$ cat src/rtl/tl_buffer_queued.sv
// tl_buffer_queued: TileLink-UL buffer node with an independent FIFO on the
// A channel (in -> out) and on the D channel (out -> in). A channel depth of
// 0 turns that channel into a plain wire.
//
// Ports:
//   clock, reset          sole clock, synchronous active-high reset
//   auto_in_a_*           A channel from the client (enqueue side)
//   auto_out_a_*          A channel towards the manager (dequeue side)
//   auto_out_d_*          D channel from the manager (enqueue side)
//   auto_in_d_*           D channel towards the client (dequeue side)
//   a_count, d_count      queue occupancy, present only when
//                         TL_BUFFER_QUEUED_OCCUPANCY_EN is defined
//
// Optional feature macro: TL_BUFFER_QUEUED_OCCUPANCY_EN

module tl_buffer_queued_fifo #(
  parameter int DEPTH = 2,
  parameter int W     = 8,
  parameter int FLOW  = 0,
  parameter int PIPE  = 0,
  parameter int CNT_W = 2
) (
  input  logic             i_clock,
  input  logic             i_reset,
  input  logic             i_enq_valid,
  output logic             o_enq_ready,
  input  logic [W-1:0]     i_enq_bits,
  output logic             o_deq_valid,
  input  logic             i_deq_ready,
  output logic [W-1:0]     o_deq_bits,
  output logic [CNT_W-1:0] o_count
);

  if (DEPTH == 0) begin : g_wire
    assign o_deq_valid = i_enq_valid;
    assign o_enq_ready = i_deq_ready;
    assign o_deq_bits  = i_enq_bits;
    assign o_count     = '0;
    // clock and reset have no function in a wire channel
    logic w_unused;
    assign w_unused = &{1'b0, i_clock, i_reset};
  end else begin : g_queue
    localparam int PTR_W = (DEPTH > 1) ? $clog2(DEPTH) : 1;
    localparam logic [PTR_W-1:0] LAST = PTR_W'(DEPTH - 1);
    localparam logic [CNT_W-1:0] FULL = CNT_W'(DEPTH);

    logic [W-1:0]     r_mem [DEPTH];
    logic [PTR_W-1:0] r_rptr, r_wptr;
    logic [CNT_W-1:0] r_count;
    logic w_empty, w_full, w_enq_fire, w_deq_fire, w_bypass, w_push, w_pop;

    assign w_empty = (r_count == '0);
    assign w_full  = (r_count == FULL);

    // Outputs are forced idle while reset is high.
    assign o_enq_ready = !i_reset && (!w_full || ((PIPE != 0) && i_deq_ready));
    assign o_deq_valid = !i_reset && (!w_empty || ((FLOW != 0) && i_enq_valid));
    assign o_deq_bits  = ((FLOW != 0) && w_empty) ? i_enq_bits : r_mem[r_rptr];

    assign w_enq_fire = i_enq_valid && o_enq_ready;
    assign w_deq_fire = o_deq_valid && i_deq_ready;
    // A beat that flows straight through an empty queue never touches storage.
    assign w_bypass   = (FLOW != 0) && w_empty && w_deq_fire;
    assign w_push     = w_enq_fire && !w_bypass;
    assign w_pop      = w_deq_fire && !w_bypass;

    always_ff @(posedge i_clock) begin
      if (i_reset) begin
        r_rptr  <= '0;
        r_wptr  <= '0;
        r_count <= '0;
      end else begin
        if (w_push) r_wptr <= (r_wptr == LAST) ? '0 : r_wptr + PTR_W'(1);
        if (w_pop)  r_rptr <= (r_rptr == LAST) ? '0 : r_rptr + PTR_W'(1);
        if (w_push && !w_pop)      r_count <= r_count + CNT_W'(1);
        else if (w_pop && !w_push) r_count <= r_count - CNT_W'(1);
      end
    end

    // Storage is intentionally not reset.
    always_ff @(posedge i_clock) begin
      if (w_push) r_mem[r_wptr] <= i_enq_bits;
    end

    assign o_count = r_count;
  end

endmodule

module tl_buffer_queued #(
  parameter int A_DEPTH = 2,
  parameter int D_DEPTH = 2,
  parameter int A_FLOW  = 0,
  parameter int D_FLOW  = 0,
  parameter int A_PIPE  = 0,
  parameter int D_PIPE  = 0,
  parameter int ADDR_W  = 15,
  parameter int SRC_W   = 5,
  parameter int DATA_W  = 64,
  localparam int A_CNT_W = (A_DEPTH == 0) ? 1 : $clog2(A_DEPTH + 1),
  localparam int D_CNT_W = (D_DEPTH == 0) ? 1 : $clog2(D_DEPTH + 1)
) (
  input  logic                clock,
  input  logic                reset,
`ifdef TL_BUFFER_QUEUED_OCCUPANCY_EN
  output logic [A_CNT_W-1:0]  a_count,
  output logic [D_CNT_W-1:0]  d_count,
`endif
  output logic                auto_in_a_ready,
  input  logic                auto_in_a_valid,
  input  logic [2:0]          auto_in_a_bits_opcode,
  input  logic [2:0]          auto_in_a_bits_param,
  input  logic [2:0]          auto_in_a_bits_size,
  input  logic [SRC_W-1:0]    auto_in_a_bits_source,
  input  logic [ADDR_W-1:0]   auto_in_a_bits_address,
  input  logic [DATA_W/8-1:0] auto_in_a_bits_mask,
  input  logic [DATA_W-1:0]   auto_in_a_bits_data,
  input  logic                auto_in_a_bits_corrupt,
  input  logic                auto_out_a_ready,
  output logic                auto_out_a_valid,
  output logic [2:0]          auto_out_a_bits_opcode,
  output logic [2:0]          auto_out_a_bits_param,
  output logic [2:0]          auto_out_a_bits_size,
  output logic [SRC_W-1:0]    auto_out_a_bits_source,
  output logic [ADDR_W-1:0]   auto_out_a_bits_address,
  output logic [DATA_W/8-1:0] auto_out_a_bits_mask,
  output logic [DATA_W-1:0]   auto_out_a_bits_data,
  output logic                auto_out_a_bits_corrupt,
  output logic                auto_out_d_ready,
  input  logic                auto_out_d_valid,
  input  logic [2:0]          auto_out_d_bits_opcode,
  input  logic [1:0]          auto_out_d_bits_param,
  input  logic [2:0]          auto_out_d_bits_size,
  input  logic [SRC_W-1:0]    auto_out_d_bits_source,
  input  logic                auto_out_d_bits_sink,
  input  logic                auto_out_d_bits_denied,
  input  logic [DATA_W-1:0]   auto_out_d_bits_data,
  input  logic                auto_out_d_bits_corrupt,
  input  logic                auto_in_d_ready,
  output logic                auto_in_d_valid,
  output logic [2:0]          auto_in_d_bits_opcode,
  output logic [1:0]          auto_in_d_bits_param,
  output logic [2:0]          auto_in_d_bits_size,
  output logic [SRC_W-1:0]    auto_in_d_bits_source,
  output logic                auto_in_d_bits_sink,
  output logic                auto_in_d_bits_denied,
  output logic [DATA_W-1:0]   auto_in_d_bits_data,
  output logic                auto_in_d_bits_corrupt
);

  localparam int AW = 9 + SRC_W + ADDR_W + DATA_W / 8 + DATA_W + 1;
  localparam int DW = 8 + SRC_W + 2 + DATA_W + 1;

  logic [AW-1:0] w_a_enq, w_a_deq;
  logic [DW-1:0] w_d_enq, w_d_deq;
  logic [A_CNT_W-1:0] w_a_count;
  logic [D_CNT_W-1:0] w_d_count;

  assign w_a_enq = {auto_in_a_bits_opcode, auto_in_a_bits_param, auto_in_a_bits_size,
                    auto_in_a_bits_source, auto_in_a_bits_address, auto_in_a_bits_mask,
                    auto_in_a_bits_data, auto_in_a_bits_corrupt};
  assign {auto_out_a_bits_opcode, auto_out_a_bits_param, auto_out_a_bits_size,
          auto_out_a_bits_source, auto_out_a_bits_address, auto_out_a_bits_mask,
          auto_out_a_bits_data, auto_out_a_bits_corrupt} = w_a_deq;

  assign w_d_enq = {auto_out_d_bits_opcode, auto_out_d_bits_param, auto_out_d_bits_size,
                    auto_out_d_bits_source, auto_out_d_bits_sink, auto_out_d_bits_denied,
                    auto_out_d_bits_data, auto_out_d_bits_corrupt};
  assign {auto_in_d_bits_opcode, auto_in_d_bits_param, auto_in_d_bits_size,
          auto_in_d_bits_source, auto_in_d_bits_sink, auto_in_d_bits_denied,
          auto_in_d_bits_data, auto_in_d_bits_corrupt} = w_d_deq;

  tl_buffer_queued_fifo #(
    .DEPTH(A_DEPTH), .W(AW), .FLOW(A_FLOW), .PIPE(A_PIPE), .CNT_W(A_CNT_W)
  ) u_a_queue (
    .i_clock     (clock),
    .i_reset     (reset),
    .i_enq_valid (auto_in_a_valid),
    .o_enq_ready (auto_in_a_ready),
    .i_enq_bits  (w_a_enq),
    .o_deq_valid (auto_out_a_valid),
    .i_deq_ready (auto_out_a_ready),
    .o_deq_bits  (w_a_deq),
    .o_count     (w_a_count)
  );

  tl_buffer_queued_fifo #(
    .DEPTH(D_DEPTH), .W(DW), .FLOW(D_FLOW), .PIPE(D_PIPE), .CNT_W(D_CNT_W)
  ) u_d_queue (
    .i_clock     (clock),
    .i_reset     (reset),
    .i_enq_valid (auto_out_d_valid),
    .o_enq_ready (auto_out_d_ready),
    .i_enq_bits  (w_d_enq),
    .o_deq_valid (auto_in_d_valid),
    .i_deq_ready (auto_in_d_ready),
    .o_deq_bits  (w_d_deq),
    .o_count     (w_d_count)
  );

`ifdef TL_BUFFER_QUEUED_OCCUPANCY_EN
  assign a_count = w_a_count;
  assign d_count = w_d_count;
`else
  logic w_unused_count;
  assign w_unused_count = &{1'b0, w_a_count, w_d_count};
`endif

endmodule

$ cat config.mk
export PLATFORM = sky130hd
export DESIGN_NAME = tl_buffer_queued
export DESIGN_NICKNAME = d
export VERILOG_FILES = /design/src/rtl/tl_buffer_queued.sv
export SDC_FILE = /design/constraint.sdc
export NUM_CORES = 1
export LEC_CHECK = 0
export BUFFER_PORTS_ARGS = -buffer_cell sky130_fd_sc_hd__buf_2
export CAP_MARGIN = 0
export CORE_UTILIZATION = 25
export CTS_CLUSTER_DIAMETER = 30
export DETAILED_ROUTE_END_ITERATION = 8
export SLEW_MARGIN = 20
export SYNTH_ARGS = -nofsm -noshare
export SYNTH_HDL_FRONTEND = slang
export SYNTH_SLANG_ARGS = --single-unit
$ cat constraint.sdc
create_clock -name clock -period 13.8 [get_ports clock]
set_input_delay 2.07 -clock clock [delete_from_list [all_inputs] [get_ports clock]]
set_output_delay 2.07 -clock clock [all_outputs]
set_load 0.02 [all_outputs]
After elaboration in Yosys (flattened, before gate mapping)
Memory sizes are Yosys's and may differ from the RTL's. A register that Yosys moved wholly into a read port is not among the register bits.
Index checks and enable logic that the tools add are counted.

storage, ports and cells
  flip-flop bits (word level) = 8
  RAM bits = 364
  memories kept = 2

operators by class
  $add $sub $neg = 8
  reduce and logical (&&, ||, !) cells = 25
  equality and inequality tests = 2
  muxes and demuxes = 16

memory list
  memory                   depth  width  read ports  clocked after memory_dff  wr ports  line  RTL
  u_a_queue.g_queue.r_mem  2      102    1           1                         1         47    logic [W-1:0] r_mem [DEPTH];
  u_d_queue.g_queue.r_mem  2      80     1           1                         1         47

operators with widths
  cell                   number
  $logic_and A1 B1 Y1    12
  $mux W1                12
  $logic_not A1 Y1       9
  $mux W2                4
  $add A1 B1 Y1 const B  4
  $add A2 B1 Y2 const B  2
  $eq A2 B2 Y1 const B   2
  $logic_not A2 Y1       2
  $reduce_bool A2 Y1     2
  $sub A2 B1 Y2 const B  2

Longest topological paths before layout
  word-level depth = 8
  mapped depth = 7
  depth with buffers taken out = 7

Hierarchy
A second synthesis with hierarchy kept.

second synthesis, totals
  cells, all modules = 624
  area total of the unflattened synthesis = 13605.5 µm²

modules (own cells, without submodules)
  module                             area an instance (µm²)  cells an instance  instances
  tl_buffer_queued_fifo (u_a_queue)  7618.6                  346                1
  tl_buffer_queued_fifo (u_d_queue)  5987.0                  278                1

Worst setup path before layout
OpenSTA, ideal clock, no wires.

  path type = input to register
  from = input reset
  to = memory u_a_queue.g_queue.r_mem[0][0] (netlist bit) (enable)
  data required time = 12.987 ns
  setup time = 0.813 ns
  arrival time = 11.923 ns
  cell stages on the path = 2
  setup slack = 1.064 ns
  cell sequence = buf_2 nor4_1

on the way
  word-level cells in the longest chain between the ends = 5

RTL lines
  what                           line  RTL
  start, declared                104   input logic reset,
  $logic_not A1 Y1               56    assign o_enq_ready = !i_reset && (!w_full || ((PIPE != 0) && i_deq_ready));
  $logic_and A1 B1 Y1            56
  $logic_and A1 B1 Y1            60    assign w_enq_fire = i_enq_valid && o_enq_ready;
  $mux W1                        82    if (w_push) r_mem[r_wptr] <= i_enq_bits;
  $mux W1 (not written as such)  82
  end, declared                  47

No other way between the ends.

==> implementation parameters <==
Parameter                              Value

Clock tree
  Htree depth    3
  TritonCTS clock tree    yes
  Source-to-sink clock delay at the later pin of the worst-skew pair    620 ps
  Clock sink count    374
  # Post-CTS Setup Buffers    0
  # hold bufs at CTS    0
  Total clock buffers created by CTS    83
  Clock tree buffer depth    3
  Clock root buffer    sky130_fd_sc_hd__clkbuf_16
  Clock slew at reported path FFs    50 ps
  Count of cells resized by post-cts repair    0

STA
  Final TNS setup    0 ps
  Finish-stage setup viols    0
  Number of max-slew violations in the final report    0
  Endpoints failing hold    0
  Worst slew margin relative to its limit    29.5%
  Post-Route Skew    25.6 ps
  RSZ-0062 raised after global routing    false
  Crit path time final    4830 ps
  Share of the clock period used by the worst path after layout    35.0%
  Peak Freq    0.207 GHz
  Transition time of the tightest slew-check pin    1060 ps

Setup path
  Crit path max fanout    76
  Number of cells traversed by the worst register-to-register path    4
  CP endpoint kind    primary output
  Cell with the biggest individual delay on the critical path    sky130_fd_sc_hd__buf_4
  Critical path data required time    11730 ps
  Reg2Reg Launch Point    u_a_queue.o_count[0]$_SDFFE_PP0P_
  Dominant delay contributor by cell family on the critical path    buffers and inverters
  Category of the worst setup path launch point    flop
  Critical path arrival    2760 ps
  Worst flop-to-flop path endpoint    u_a_queue.g_queue.r_mem[1][90]$_DFFE_PP_
  Setup slack on the worst flop-to-flop path    11220 ps
  Largest stage delay, worst path    870 ps
  Type of the worst setup path    reg -> out
  Critical-path cell list    buf_4 > mux2_2 > buf_2
  Sum of buffers and inverters on the critical path    2

Finish
  Fill cell instance count of the final layout    5100
  Area occupied by registers    11100 µm²
  Syn-to-layout area delta    40.6%
  Post-Route Utilization    35.5%
  Fraction of final layout cells with drive strength greater than 1    61.8%
  Final antenna diode count    0
  Area used by multi-input combinational logic    2320 µm²
  Fin nets    1258

Power
  Total net switching power    0.948 mW
  Fraction of power spent switching nets    25.1%
  Max rail drop VDD    0.0870 mV
  Fraction of power consumed by the clock network    52.0%
  Combinational group share of total power    12.2%
  Power per standard cell area    197 nW/µm²
  Internal Power    2.83 mW
  Share of total power in sequential cells    35.8%
  Leakage    7.06 nW

Place
  Final Wtd Congestion    0.732
  Count of input and output buffers    373
  Detailed-placement wirelength estimate    19.9 mm

Route
  Remaining antenna violation count after routing    0
  Drt wl/cell    16.9 µm
  Wire length reported by the detailed router    30.9 mm
  Vias/cell    4.02
  Number of design rule violations left after detail routing    0
  Number of iterations in the first detailed-routing pass    4
  Number of vias after detailed routing    7366
  Iteration-0 DRC count of the detailed router    241

GRT
  Initial antenna violation count    3
  GRT Total Usage    11.0%
  Global-route wire length before repair    45.8 mm
  Total global routing overflow    0
  Pin count of the biggest net entering global routing    77
  Number of global-route vias before repair    7876

Run status
  Run status    finished clean

Yosys
  Mean area per synthesized cell    21.8 µm²
  Post-synthesis sequential area ratio    81.8%
  Net Count, Synth    814
  Distinct cell type count after synthesis    19
  Number of instances in the synthesized netlist    624
  Yosys Warn Count    0
  Total of flip-flops plus latches after synthesis    374
  Area of the mapped netlist    13600 µm²

Die
  Die width    235 µm
  Area enclosed by the die boundary    55400 µm²
  Total I/O pin count    374
  Placeable core region    53800 µm²
  Effective utilization at floorplan    25.3%
  Row cnt    85
  Die span in y    235 µm

Hold path
  Number of stages on the worst hold path    2
  Class of the tightest hold or removal check    reg -> reg
  Worst hold start    u_a_queue.g_queue.r_rptr$_SDFFE_PP0P_

Flow run
  Number of maximum-capacitance constraint violations    0
layout by cell type, fill, tap and decap left out:
master | Yosys | final
sky130_fd_sc_hd__a21oi_1 | 4 | 4
sky130_fd_sc_hd__dfxtp_4 | 0 | 2
sky130_fd_sc_hd__nor3_1 | 2 | 2
sky130_fd_sc_hd__and2_4 | 0 | 2
sky130_fd_sc_hd__nor2_1 | 12 | 12
sky130_fd_sc_hd__or3_1 | 4 | 4
sky130_fd_sc_hd__o21ai_0 | 6 | 6
sky130_fd_sc_hd__clkbuf_1 | 0 | 9
sky130_fd_sc_hd__clkinv_16 | 0 | 3
sky130_fd_sc_hd__buf_4 | 1 | 8
sky130_fd_sc_hd__nor4_2 | 0 | 2
sky130_fd_sc_hd__clkinvlp_4 | 0 | 12
sky130_fd_sc_hd__inv_6 | 0 | 2
sky130_fd_sc_hd__bufinv_16 | 0 | 11
sky130_fd_sc_hd__buf_2 | 12 | 373
sky130_fd_sc_hd__nand2_1 | 2 | 2
sky130_fd_sc_hd__clkinv_4 | 0 | 5
sky130_fd_sc_hd__clkinv_1 | 0 | 13
sky130_fd_sc_hd__xor2_1 | 6 | 6
sky130_fd_sc_hd__inv_16 | 0 | 3
sky130_fd_sc_hd__inv_1 | 2 | 2
sky130_fd_sc_hd__dfxtp_1 | 10 | 8
sky130_fd_sc_hd__mux2_2 | 182 | 182
sky130_fd_sc_hd__clkbuf_16 | 0 | 83
sky130_fd_sc_hd__clkinv_2 | 0 | 13
sky130_fd_sc_hd__edfxtp_1 | 364 | 364
sky130_fd_sc_hd__nor2b_2 | 2 | 2
sky130_fd_sc_hd__ha_1 | 2 | 2
cells in the mapped netlist:
library cell / instances / area (µm²)
sky130_fd_sc_hd__ha_1: 2 / 25.0
sky130_fd_sc_hd__dfxtp_1: 10 / 200
sky130_fd_sc_hd__mux2_2: 182 / 2050
sky130_fd_sc_hd__a21oi_1: 4 / 20.0
sky130_fd_sc_hd__inv_1: 2 / 7.51
sky130_fd_sc_hd__buf_4: 1 / 7.51
sky130_fd_sc_hd__nor4_1: 2 / 12.5
sky130_fd_sc_hd__xor2_1: 6 / 52.6
sky130_fd_sc_hd__o21ai_0: 6 / 30.0
sky130_fd_sc_hd__nor2b_2: 2 / 17.5
sky130_fd_sc_hd__nor3_1: 2 / 10.0
sky130_fd_sc_hd__or3_1: 4 / 25.0
sky130_fd_sc_hd__buf_6: 8 / 90.1
sky130_fd_sc_hd__nor2_1: 12 / 45.0
sky130_fd_sc_hd__edfxtp_1: 364 / 10900
sky130_fd_sc_hd__buf_2: 12 / 60.1
sky130_fd_sc_hd__nand2_1: 2 / 7.51
sky130_fd_sc_hd__and2_1: 2 / 12.5
sky130_fd_sc_hd__buf_1: 1 / 3.75
worst reg2reg max path: cells and delay by family (launching register included):
kind                   cells  cell delay, ps
flip-flops                 1             430
buffers and inverters      1             760
AND/OR/NAND/NOR            3             910
power groups by stage:
stage          Combinational, mW  Clock, mW  Sequential, mW
2_1_floorplan              0.319          0            1.37
3_3_place_gp               0.465          0            1.37
3_5_place_dp               0.468          0            1.37
4_1_cts                    0.471       2.01            1.35
5_1_grt                    0.490       2.07            1.36
6_report                   0.460       1.96            1.35
sequential cells by signal, summed over array words and instances, names as in the netlist, named ones only:
name,cells
u_a_queue.g_queue.r_mem,204
u_a_queue.g_queue.r_rptr,1
u_a_queue.g_queue.r_wptr,1
u_a_queue.o_count,2
u_d_queue.g_queue.r_mem,160
u_d_queue.g_queue.r_rptr,1
u_d_queue.g_queue.r_wptr,1
u_d_queue.o_count,2
area by class of cell:
type / count / area share [%]
Sequential cell: 374 / 58.2
Clock inverter: 62 / 3.90
Multi-Input combinational cell: 226 / 12.2
Timing Repair Buffer: 381 / 10.1
Clock buffer: 92 / 11.0
Inverter: 2 / 0.0393
Tap cell: 696 / 4.55
how the worst max path moves through the flow:
stage | from | endpoint | slack, ps | cells after the start
final | flop | auto_out_a_bits_size[1] | 8970 | 3
after global routing | flop | auto_out_a_bits_data[51] | 8770 | 3
after CTS | flop | auto_out_a_bits_address[3] | 8840 | 3
after detailed placement | reset | auto_in_d_valid | 9080 | 3
after global placement | reset | auto_out_a_valid | 9110 | 3
after floorplan | reset | u_a_queue.g_queue.r_mem[0][0]$_DFFE_PP_ | 1060 | 2
layer usage:
| metal | GRT usage [%] | share of wire (%) | vias to the layer above |
|---|---|---|---|
| met2 | 18.8 | 52 | 224 |
| met4 | 6.81 | 3.6 | 6 |
| met3 | 3.60 | 6.0 | 77 |
| li1 | - | - | 3403 |
| met1 | 11.9 | 39 | 3656 |
| met5 | 0 | 0.13 | - |
stage by stage:
step | cell area, µm² | hold slack [ps] | setup slack [ps] | cells | power (mW)
global route | 19100 | 528 | 8770 | 1833 | 3.91
CTS | 19100 | 505 | 8840 | 1833 | 3.83
detailed placement | 16300 | 496 | 9080 | 1679 | 1.84
global placement | 16300 | 487 | 9110 | 1679 | 1.83
floorplan | 13600 | 467 | 1060 | 624 | 1.69
finish | 19100 | 501 | 8970 | 1833 | 3.77
cells by family after synthesis:
logic type / count (synthesis) / share of synthesized area, %
AOI/OAI and AO/OA: 10 / 0.368
xor gates and xnor gates: 6 / 0.386
adders and majority gates: 2 / 0.184
buffers and inverters: 24 / 1.24
DFF: 374 / 81.8
muxes: 182 / 15.1
and+or+nand+nor: 26 / 0.956
Power figures use the tool's default switching activity.
